`config.mk`:
```
export PLATFORM = sky130hd
export DESIGN_NAME = core_sequencer
export DESIGN_NICKNAME = d
export VERILOG_FILES = /design/src/rtl/core_sequencer_pkg.sv /design/src/rtl/core_sequencer_assembler.sv /design/src/rtl/core_sequencer.sv
export SDC_FILE = /design/constraint.sdc
export NUM_CORES = 1
export LEC_CHECK = 0
export ABC_AREA = 1
export BUFFER_PORTS_ARGS = -buffer_cell sky130_fd_sc_hd__buf_2
export CORE_ASPECT_RATIO = 1.4
export CORE_UTILIZATION = 47
export CTS_CLUSTER_SIZE = 30
export DETAILED_ROUTE_END_ITERATION = 10
export GPL_TIMING_DRIVEN = 0
export HOLD_SLACK_MARGIN = 0.15
export PLACE_DENSITY = 0.87
export SYNTH_ARGS = -nofsm -noshare
export SYNTH_HDL_FRONTEND = slang
export SYNTH_SLANG_ARGS = --single-unit
```
`constraint.sdc`:
```
create_clock -name i_clk -period 2.7 [get_ports i_clk]
set_input_delay 0.135 -clock i_clk [delete_from_list [all_inputs] [get_ports i_clk]]
set_output_delay 0.135 -clock i_clk [all_outputs]
set_load 0.05 [all_outputs]
```
`src/rtl/core_sequencer_pkg.sv`:
```
`default_nettype none
// ============================================================================
//  Module      : core_sequencer_pkg
//  Description : Shared state encoding, halt cause codes and fetch constants
//                for the byte-serial core sequencer.
//  Revision    : 1.0 - initial release
// ============================================================================
package core_sequencer_pkg;

    typedef enum logic [1:0] {
        S_FETCH = 2'd0,
        S_FWAIT = 2'd1,
        S_EXEC  = 2'd2,
        S_HALT  = 2'd3
    } state_e;

    localparam logic [1:0]  HALT_NONE     = 2'd0;
    localparam logic [1:0]  HALT_INVALID  = 2'd1;
    localparam logic [1:0]  HALT_MISALIGN = 2'd2;

    localparam int          MEM_RD_LATENCY = 1;
    localparam logic [2:0]  FETCH_LAST_K   = 3'd3;
    localparam logic [2:0]  FETCH_BYTES    = 3'd4;

    localparam logic [6:0]  OP_NOP   = 7'h13;
    localparam logic [31:0] NOP_WORD = {25'b0, OP_NOP};

endpackage : core_sequencer_pkg
`default_nettype wire

```
`src/rtl/core_sequencer_assembler.sv`:
```
`default_nettype none
// ============================================================================
//  Module      : inst_byte_assembler
//  Description : Counts fetch bytes and assembles the big-endian instruction
//                word from the 1-cycle-latency byte read port.
//  Revision    : 1.0 - initial release
// ============================================================================
module inst_byte_assembler
    import core_sequencer_pkg::*;
(
    input  logic        i_clk,
    input  logic        i_rst,
    input  logic        i_fetch,
    input  logic [7:0]  i_mem_data,
    output logic [2:0]  o_byte_cnt,
    output logic [31:0] o_inst_buf,
    output logic        o_done
);

    logic [2:0]  byte_cnt_q;
    logic [31:0] inst_buf_q;
    logic [1:0]  w_idx;

    // Data returning now belongs to the address issued MEM_RD_LATENCY cycles ago
    assign w_idx = 2'(byte_cnt_q - 3'(MEM_RD_LATENCY));

    always_ff @(posedge i_clk) begin
        if (i_rst) begin
            byte_cnt_q <= 3'd0;
            inst_buf_q <= 32'd0;
        end else if (i_fetch) begin
            if (byte_cnt_q >= 3'(MEM_RD_LATENCY)) begin
                inst_buf_q[5'd31 - {w_idx, 3'b000} -: 8] <= i_mem_data;
            end
            byte_cnt_q <= (byte_cnt_q == FETCH_BYTES) ? 3'd0 : byte_cnt_q + 3'd1;
        end else begin
            byte_cnt_q <= 3'd0;
        end
    end

    assign o_byte_cnt = byte_cnt_q;
    assign o_inst_buf = inst_buf_q;
    assign o_done     = i_fetch && (byte_cnt_q == FETCH_BYTES);

endmodule : inst_byte_assembler
`default_nettype wire

```
`src/rtl/core_sequencer.sv`:
```
`default_nettype none
// ============================================================================
//  Module      : core_sequencer
//  Description : Fetch/execute sequencer sharing one 8-bit memory port between
//                byte-serial fetch and the execute stage; owns PC and retires.
//  Revision    : 1.0 - initial release
// ============================================================================
module core_sequencer
    import core_sequencer_pkg::*;
#(
    parameter logic [31:0] RESET_PC = 32'h0000_0000,
    parameter logic [31:0] NOP_INST = NOP_WORD
) (
    input  logic        i_clk,
    input  logic        i_rst,
    output logic [31:0] o_mem_addr,
    output logic        o_mem_write,
    output logic [7:0]  o_mem_data,
    input  logic [7:0]  i_mem_data,
    output logic [31:0] o_inst,
    output logic [31:0] o_pc,
    input  logic [31:0] i_exec_mem_addr,
    input  logic        i_exec_mem_write,
    input  logic [7:0]  i_exec_mem_data,
    output logic [7:0]  o_exec_mem_data,
    input  logic        i_exec_ready,
    input  logic        i_exec_pc_change,
    input  logic [31:0] i_exec_new_pc,
    input  logic        i_exec_invalid,
    input  logic        i_halt_req,
    input  logic        i_resume,
    output logic        o_halted,
    output logic [1:0]  o_halt_cause,
    output logic [31:0] o_retired
);

    state_e      state_q, state_d;
    logic [31:0] pc_q, pc_d;
    logic [31:0] retired_q, retired_d;
    logic [1:0]  cause_q, cause_d;

    logic        w_fetch;
    logic [2:0]  w_byte_cnt;
    logic [31:0] w_inst_buf;
    logic        w_fetch_done;

    assign w_fetch = (state_q == S_FETCH) || (state_q == S_FWAIT);

    inst_byte_assembler u_asm (
        .i_clk      (i_clk),
        .i_rst      (i_rst),
        .i_fetch    (w_fetch),
        .i_mem_data (i_mem_data),
        .o_byte_cnt (w_byte_cnt),
        .o_inst_buf (w_inst_buf),
        .o_done     (w_fetch_done)
    );

    always_ff @(posedge i_clk) begin
        if (i_rst) begin
            state_q   <= S_FETCH;
            pc_q      <= RESET_PC;
            retired_q <= 32'd0;
            cause_q   <= HALT_NONE;
        end else begin
            state_q   <= state_d;
            pc_q      <= pc_d;
            retired_q <= retired_d;
            cause_q   <= cause_d;
        end
    end

    always_comb begin
        state_d   = state_q;
        pc_d      = pc_q;
        retired_d = retired_q;
        cause_d   = cause_q;
        case (state_q)
            S_FETCH: begin
                if (w_byte_cnt == FETCH_LAST_K) state_d = S_FWAIT;
            end
            S_FWAIT: begin
                if (w_fetch_done) state_d = S_EXEC;
            end
            S_EXEC: begin
                // Faults take priority over retirement and leave PC pointing at the culprit
                if (i_exec_ready) begin
                    if (i_exec_invalid) begin
                        state_d = S_HALT;
                        cause_d = HALT_INVALID;
                    end else if (i_exec_pc_change && (i_exec_new_pc[1:0] != 2'b00)) begin
                        state_d = S_HALT;
                        cause_d = HALT_MISALIGN;
                    end else begin
                        pc_d      = i_exec_pc_change ? i_exec_new_pc : pc_q + 32'd4;
                        retired_d = retired_q + 32'd1;
                        if (i_halt_req) begin
                            state_d = S_HALT;
                            cause_d = HALT_NONE;
                        end else begin
                            state_d = S_FETCH;
                        end
                    end
                end
            end
            S_HALT: begin
                if (i_resume && !i_halt_req) begin
                    state_d = S_FETCH;
                    cause_d = HALT_NONE;
                end
            end
            default: state_d = S_FETCH;
        endcase
    end

    always_comb begin
        o_mem_addr  = pc_q + {29'd0, w_byte_cnt};
        o_mem_write = 1'b0;
        o_mem_data  = 8'd0;
        o_inst      = NOP_INST;
        case (state_q)
            S_FETCH: o_mem_addr = pc_q + {29'd0, w_byte_cnt};
            S_FWAIT: o_mem_addr = pc_q + 32'd3;
            S_EXEC: begin
                o_mem_addr  = i_exec_mem_addr;
                o_mem_write = i_exec_mem_write;
                o_mem_data  = i_exec_mem_data;
                o_inst      = w_inst_buf;
            end
            S_HALT:  o_mem_addr = 32'd0;
            default: o_mem_addr = 32'd0;
        endcase
    end

    assign o_pc            = pc_q;
    assign o_exec_mem_data = i_mem_data;
    assign o_halted        = (state_q == S_HALT);
    assign o_halt_cause    = cause_q;
    assign o_retired       = retired_q;

endmodule : core_sequencer
`default_nettype wire
```
* Word-level counts from Yosys, hierarchy flattened
Cells that the tools add are included.
Storage, ports and cells: bits in registers 103, word-level logic and storage cells 62
Cells by class: $add $sub $neg 8, order comparisons 1, eq/ne operators 10, shift operators 2, multiplexer cells 19, bitwise gates (word level) 3, reductions and logical operators 13
Operators with widths (count):
- $pmux W32 S4 | 1
- $mux W32 | 2
- $shift A8 B7 Y39 const A | 1
- $shiftx A8 B7 Y39 | 1
- $add A32 B1 Y32 const B | 1
- $add A32 B2 Y32 const B | 1
- $add A32 B3 Y32 | 1
- $add A32 B3 Y32 const B | 1
- $bwmux W32 | 1
- $mux W2 | 11
- $reduce_and A4 Y1 | 3
- $mux W8 | 1
- $pmux W2 S4 | 1
- $neg A5 Y7 | 1
- $ne A2 B1 Y1 const B | 3
- $sub A5 B5 Y5 const A | 1
- $eq A2 B2 Y1 const B | 2
- $ne A4 B4 Y1 const B | 1
- $pmux W2 S2 | 1
- $reduce_bool A2 Y1 | 2
- $add A3 B1 Y3 const B | 1
- $eq A3 B2 Y1 const B | 1
- $eq A3 B3 Y1 const B | 1
- $ge A3 B1 Y1 const B | 1
- other kinds (11) | 15

* Depth between registers and ports, before layout
depth after elaboration 6, gate-level depth with buffers 19, mapped depth without buffers 19

* Hierarchy
A second synthesis with hierarchy kept.
Unflattened totals: cell total of the unflattened synthesis 1289, area total of the unflattened synthesis 7278.2 µm²
Modules (own cells, without submodules):
- core_sequencer | instances 1, cells an instance 1040, area each 5627.9 µm²
- inst_byte_assembler | instances 1, cells an instance 249, area each 1650.3 µm²

* Worst setup path before layout
OpenSTA, ideal clock, no wires.
path type register -> output, start point register u_asm.byte_cnt_q[0], in the netlist u_asm.o_byte_cnt[0], end point output port o_mem_addr[14], arrival 3.533 ns, required time 2.565 ns, path slack -0.968 ns, cell stages (with the launch flop) 17, cell sequence dfxtp_1 buf_2 clkinv_1 clkbuf_1 nand2_1 ha_1 inv_1 fa_1 inv_1 nand2_1 nand2_1 nand2_1 nor2_1 nand2_1 o21ai_0 nand2_1 o21ai_0
On the way: word-level cells in the longest chain between the ends 2
RTL lines:
- from (decl) | RTL line core_sequencer_assembler.sv:20 | logic [2:0] byte_cnt_q;
- from (signal assigned) | RTL line core_sequencer_assembler.sv:35 | byte_cnt_q <= (byte_cnt_q == FETCH_BYTES) ? 3'd0 : byte_cnt_q + 3'd1;
- $add A32 B3 Y32 | RTL line core_sequencer.sv:122 | S_FETCH: o_mem_addr = pc_q + {29'd0, w_byte_cnt};
- $pmux W32 S4 | RTL line core_sequencer.sv:121 | case (state_q)
- to (decl) | RTL line core_sequencer.sv:16 | output logic [31:0] o_mem_addr,
Every way passes these cells.

* Final worst setup path
start point register state_q[0], end point output port o_mem_addr[16]
On the way: word-level cells in the longest chain between the ends 2, elaborated cells on any way between the ends 5, those cells by class eq/ne (3); mux (1); reduce/logical (1)
RTL lines:
- from (decl) | RTL line core_sequencer.sv:37 | state_e state_q, state_d;
- from (signal assigned) | RTL line core_sequencer.sv:66 | state_q <= state_d;
- $eq A2 B2 Y1 (tied with other cells) | RTL line core_sequencer.sv:121
- $pmux W32 S4 * | RTL line core_sequencer.sv:121
Mark *: on every way between the ends. The rest lies on a longest branch, timed or not.

==> impl_metrics.yaml <==
run_status:
  status: "finished with violations"
  violations: "setup timing"
drt:
  wirelength_microns: 26500
  ant_nets: 0
  route.detailed.drc: 0
  routedWlPerCell_microns: 16.0
  vias_per_cell: 5.35
  firstDrtPassIters: 7
  vias: 8851
  drt_iter0_drc: 595
die:
  pin_count: 236
  initial_core_util_pct: 48.6
  die_x_microns: 106
  core-area_sq_um: 14600
  die_area_sq_um: 15600
  rows: 52
  die_h_microns: 147
synth:
  yosys_register_bits: 103
  yosysMostFrequentCell: "nand2_1"
  synth_top_area_share_pct: 29.1
  synth_edf_count: 0
  synthCells: 1167
  async_flop_share_pct: 0
  syn-mean-instance-area_sq_um: 6.07
  yosys-top-cells-count: "nand2_1, nor2_1, inv_1"
  yosys-top-cells-area: "dfxtp_1, nand2_1, nor2_1"
  synth_xor_area_share_pct: 2.10
  seq_area_frac_synth_pct: 29.1
  yosys_warnings: 0
  synth_flop_cell: "dfxtp_1"
  synth_fa_ha_area_share_pct: 2.40
  synth_top_area_cell: "dfxtp_1"
  synth_compound_area_share_pct: 14.5
  synth_area_sq_um: 7080
  yosys.area_share.simple_pct: 40.5
  ys_types: 42
  synth_top_family_by_area: "simple AND/OR/NAND/NOR gates"
  synth_mux_area_share_pct: 0
  synth_nets: 1268
pwr:
  p_per_area_nw_per_um2: 507
  p_leak_nw: 4.32
  ir_drop_mv: 0.468
clock_network:
  cts_sinks: 103
  clockRootBuffer: "clkbuf_16"
  clock_path_buffers: 2
  cts_htree_levels: 3
  clock_latency_ns: 0.35
  numCtsBuffers: 9
  cts_tree: "done"
  clkSlewWorstSetupHoldPaths_ns: 0.08
place:
  place_area_sq_um: 8560
  hpwlAfterDp_microns: 19800
  portBuffers: 235
  gp_congestion: 0.961
worst_setup_path:
  path_max_fanout: 4
  crit_chain: "inv_4 -> nor2_4 -> inv_2 -> nand2_4 -> ha_4 -> inv_2 -> fa_2 -> inv_2 -> nand2_2 -> nand2_2 -> nand2_4 -> buf_4 -> inv_6 -> nand2_4 -> nor2_4 -> xor2_2 -> o21ai_4 -> buf_6"
  reg2reg_slack_ns: 0.06
  rr_endpoint: "state_q[1]"
  endpoint_kind: "output port"
  worstPathRequired_ns: 2.57
  worst_path_max_delay_cell: "dfxtp_2"
  r2r_cells: 21
  critPathArrivalTime_ns: 2.66
  max_stage_delay_ns: 0.36
  crit_type: "reg2out"
  r2r_start: "state_q[0]"
  worstSetupStartpointType: "flop"
global_route:
  grt_overflow: 0
  grt_pass1_vias: 8401
  grt_max_degree: 21
  antenna_found_initial: 0
  grt_pass1_wl_microns: 41100
  grt_usage_pct: 33.4
timing:
  timing.fmax_ghz: 0.358
  report.final.slew_viol_count: 0
  post-route-min-period_ns: 2.79
  finalHoldViolCount: 0
  fin_setup_tns_ns: -0.369
  maxSlewHeadroom_pct: 39.0
  setup_viol: 8
  worst_pin_slew_ns: 0.915
  rsz0062_at_grt: "true"
  setup_ws_ns: -0.0909
  min_period_over_period_pct: 103
  clock_skew_ns: 0.0105
finish:
  register_area_sq_um: 2070
  nFillCells: 1331
  antenna_cells: 0
  multi_input_area_sq_um: 4480
  syn2layout_area_growth_pct: 36.4
  stdcell_area_sq_um: 9650
  final_nets: 1561
  drive_gt1_share_pct: 27.5
  utilization_pct: 66.2
worst_hold_path:
  hold_path_depth: 4
  hp-start: "i_exec_new_pc[31]"
  worstHoldEndpoint: "o_pc[31]"
  hp-class: "in2reg"
run:
  cap_violations: 0
## cells in the final DEF (no fill, tap or decap), types with 14 or more instances in the layout
cell type and count:
nand2_1 316, buf_2 222, nor2_1 188, inv_1 116
dfxtp_1 100, nand3_1 82, buf_4 43, a21oi_1 41
a31oi_1 39, a211oi_1 32, clkbuf_1 26, buf_6 26
o21ai_0 25, dlygate4sd3_1 15, nor2_4 14, nor2_2 14
## per-stage QoR
step           power, mW  hold WS (ns)  std cells  setup WS (ns)
2_1_floorplan       2.78         0.288       1167         -0.128
3_3_place_gp        3.13         0.424       1591         -0.491
3_5_place_dp        3.17         0.434       1591         -0.598
4_1_cts             4.78         0.151       1649         -0.199
5_1_grt             5.11         0.170       1654         -0.199
6_report            4.89         0.146       1654        -0.0909
## flip-flops by register name, summed over array words and instances, names as in the netlist
| signal | cells |
|---|---|
| o_pc | 32 |
| o_retired | 32 |
| u_asm.o_inst_buf | 32 |
| u_asm.o_byte_cnt | 3 |
| o_halt_cause | 2 |
| state_q | 2 |
## routing by layer
metal	track usage (%)	share of wire, %	routed length [microns]
met5	0	0	0
met3	4.66	6.5	1730
met1	35.4	37	9860
met4	20.6	6.3	1670
met2	61.5	50	13300
## power breakdown
group          switching [mW]  internal, mW
combinational            1.16         0.676
clock                   0.665         0.658
sequential             0.0657          1.67
## critical path, delay by kind of cell (launching register included)
kind                       cells  cell delay (ns)
AOI/OAI and AO/OA              1             0.07
xor gates and xnor gates       1             0.20
adders and majority gates      2             0.45
buffers and inverters          7             0.62
DFF                            1             0.36
and+or+nand+nor                7             0.58
## timing repair
action                     in CTS  in global routing
hold buffers                   15                  0
resized for setup              79                 43
pin swaps                      16                 22
buffers inserted               28                  8
setup endpoints to repair      29                 28
hold endpoints to repair       15                  0
## layout make-up
type                            instances  area share [%]
Clock buffer                            9            2.33
Sequential cell                       103            21.4
Timing Repair Buffer                  284            18.0
Tap cell                              189            2.45
Inverter                              133            5.43
Buffer                                 53            3.11
Clock inverter                          7           0.778
Multi-Input combinational cell        876            46.4
## worst max path at each step
stage,depth (start not counted),slack [ns],start,to
after floorplan,16,-0.13,u_asm.o_byte_cnt[0],o_mem_addr[14]
after global placement,18,-0.49,u_asm.o_byte_cnt[0],o_mem_addr[18]
after detailed placement,18,-0.60,u_asm.o_byte_cnt[0],o_mem_addr[18]
after CTS,18,-0.20,state_q[1],o_mem_addr[18]
after global routing,18,-0.20,state_q[0],o_mem_addr[30]
final,18,-0.09,state_q[0],o_mem_addr[16]
## cells by family (layout without fill, tap and decap cells)
logic type      after synthesis  after routing
compound gates              172            172
buf+inv                     188            486
flops                       103            103
simple gates                674            674
xor+xnor                     17             17
fa+ha+maj                    13             13
(Power assumes the default switching activity.)
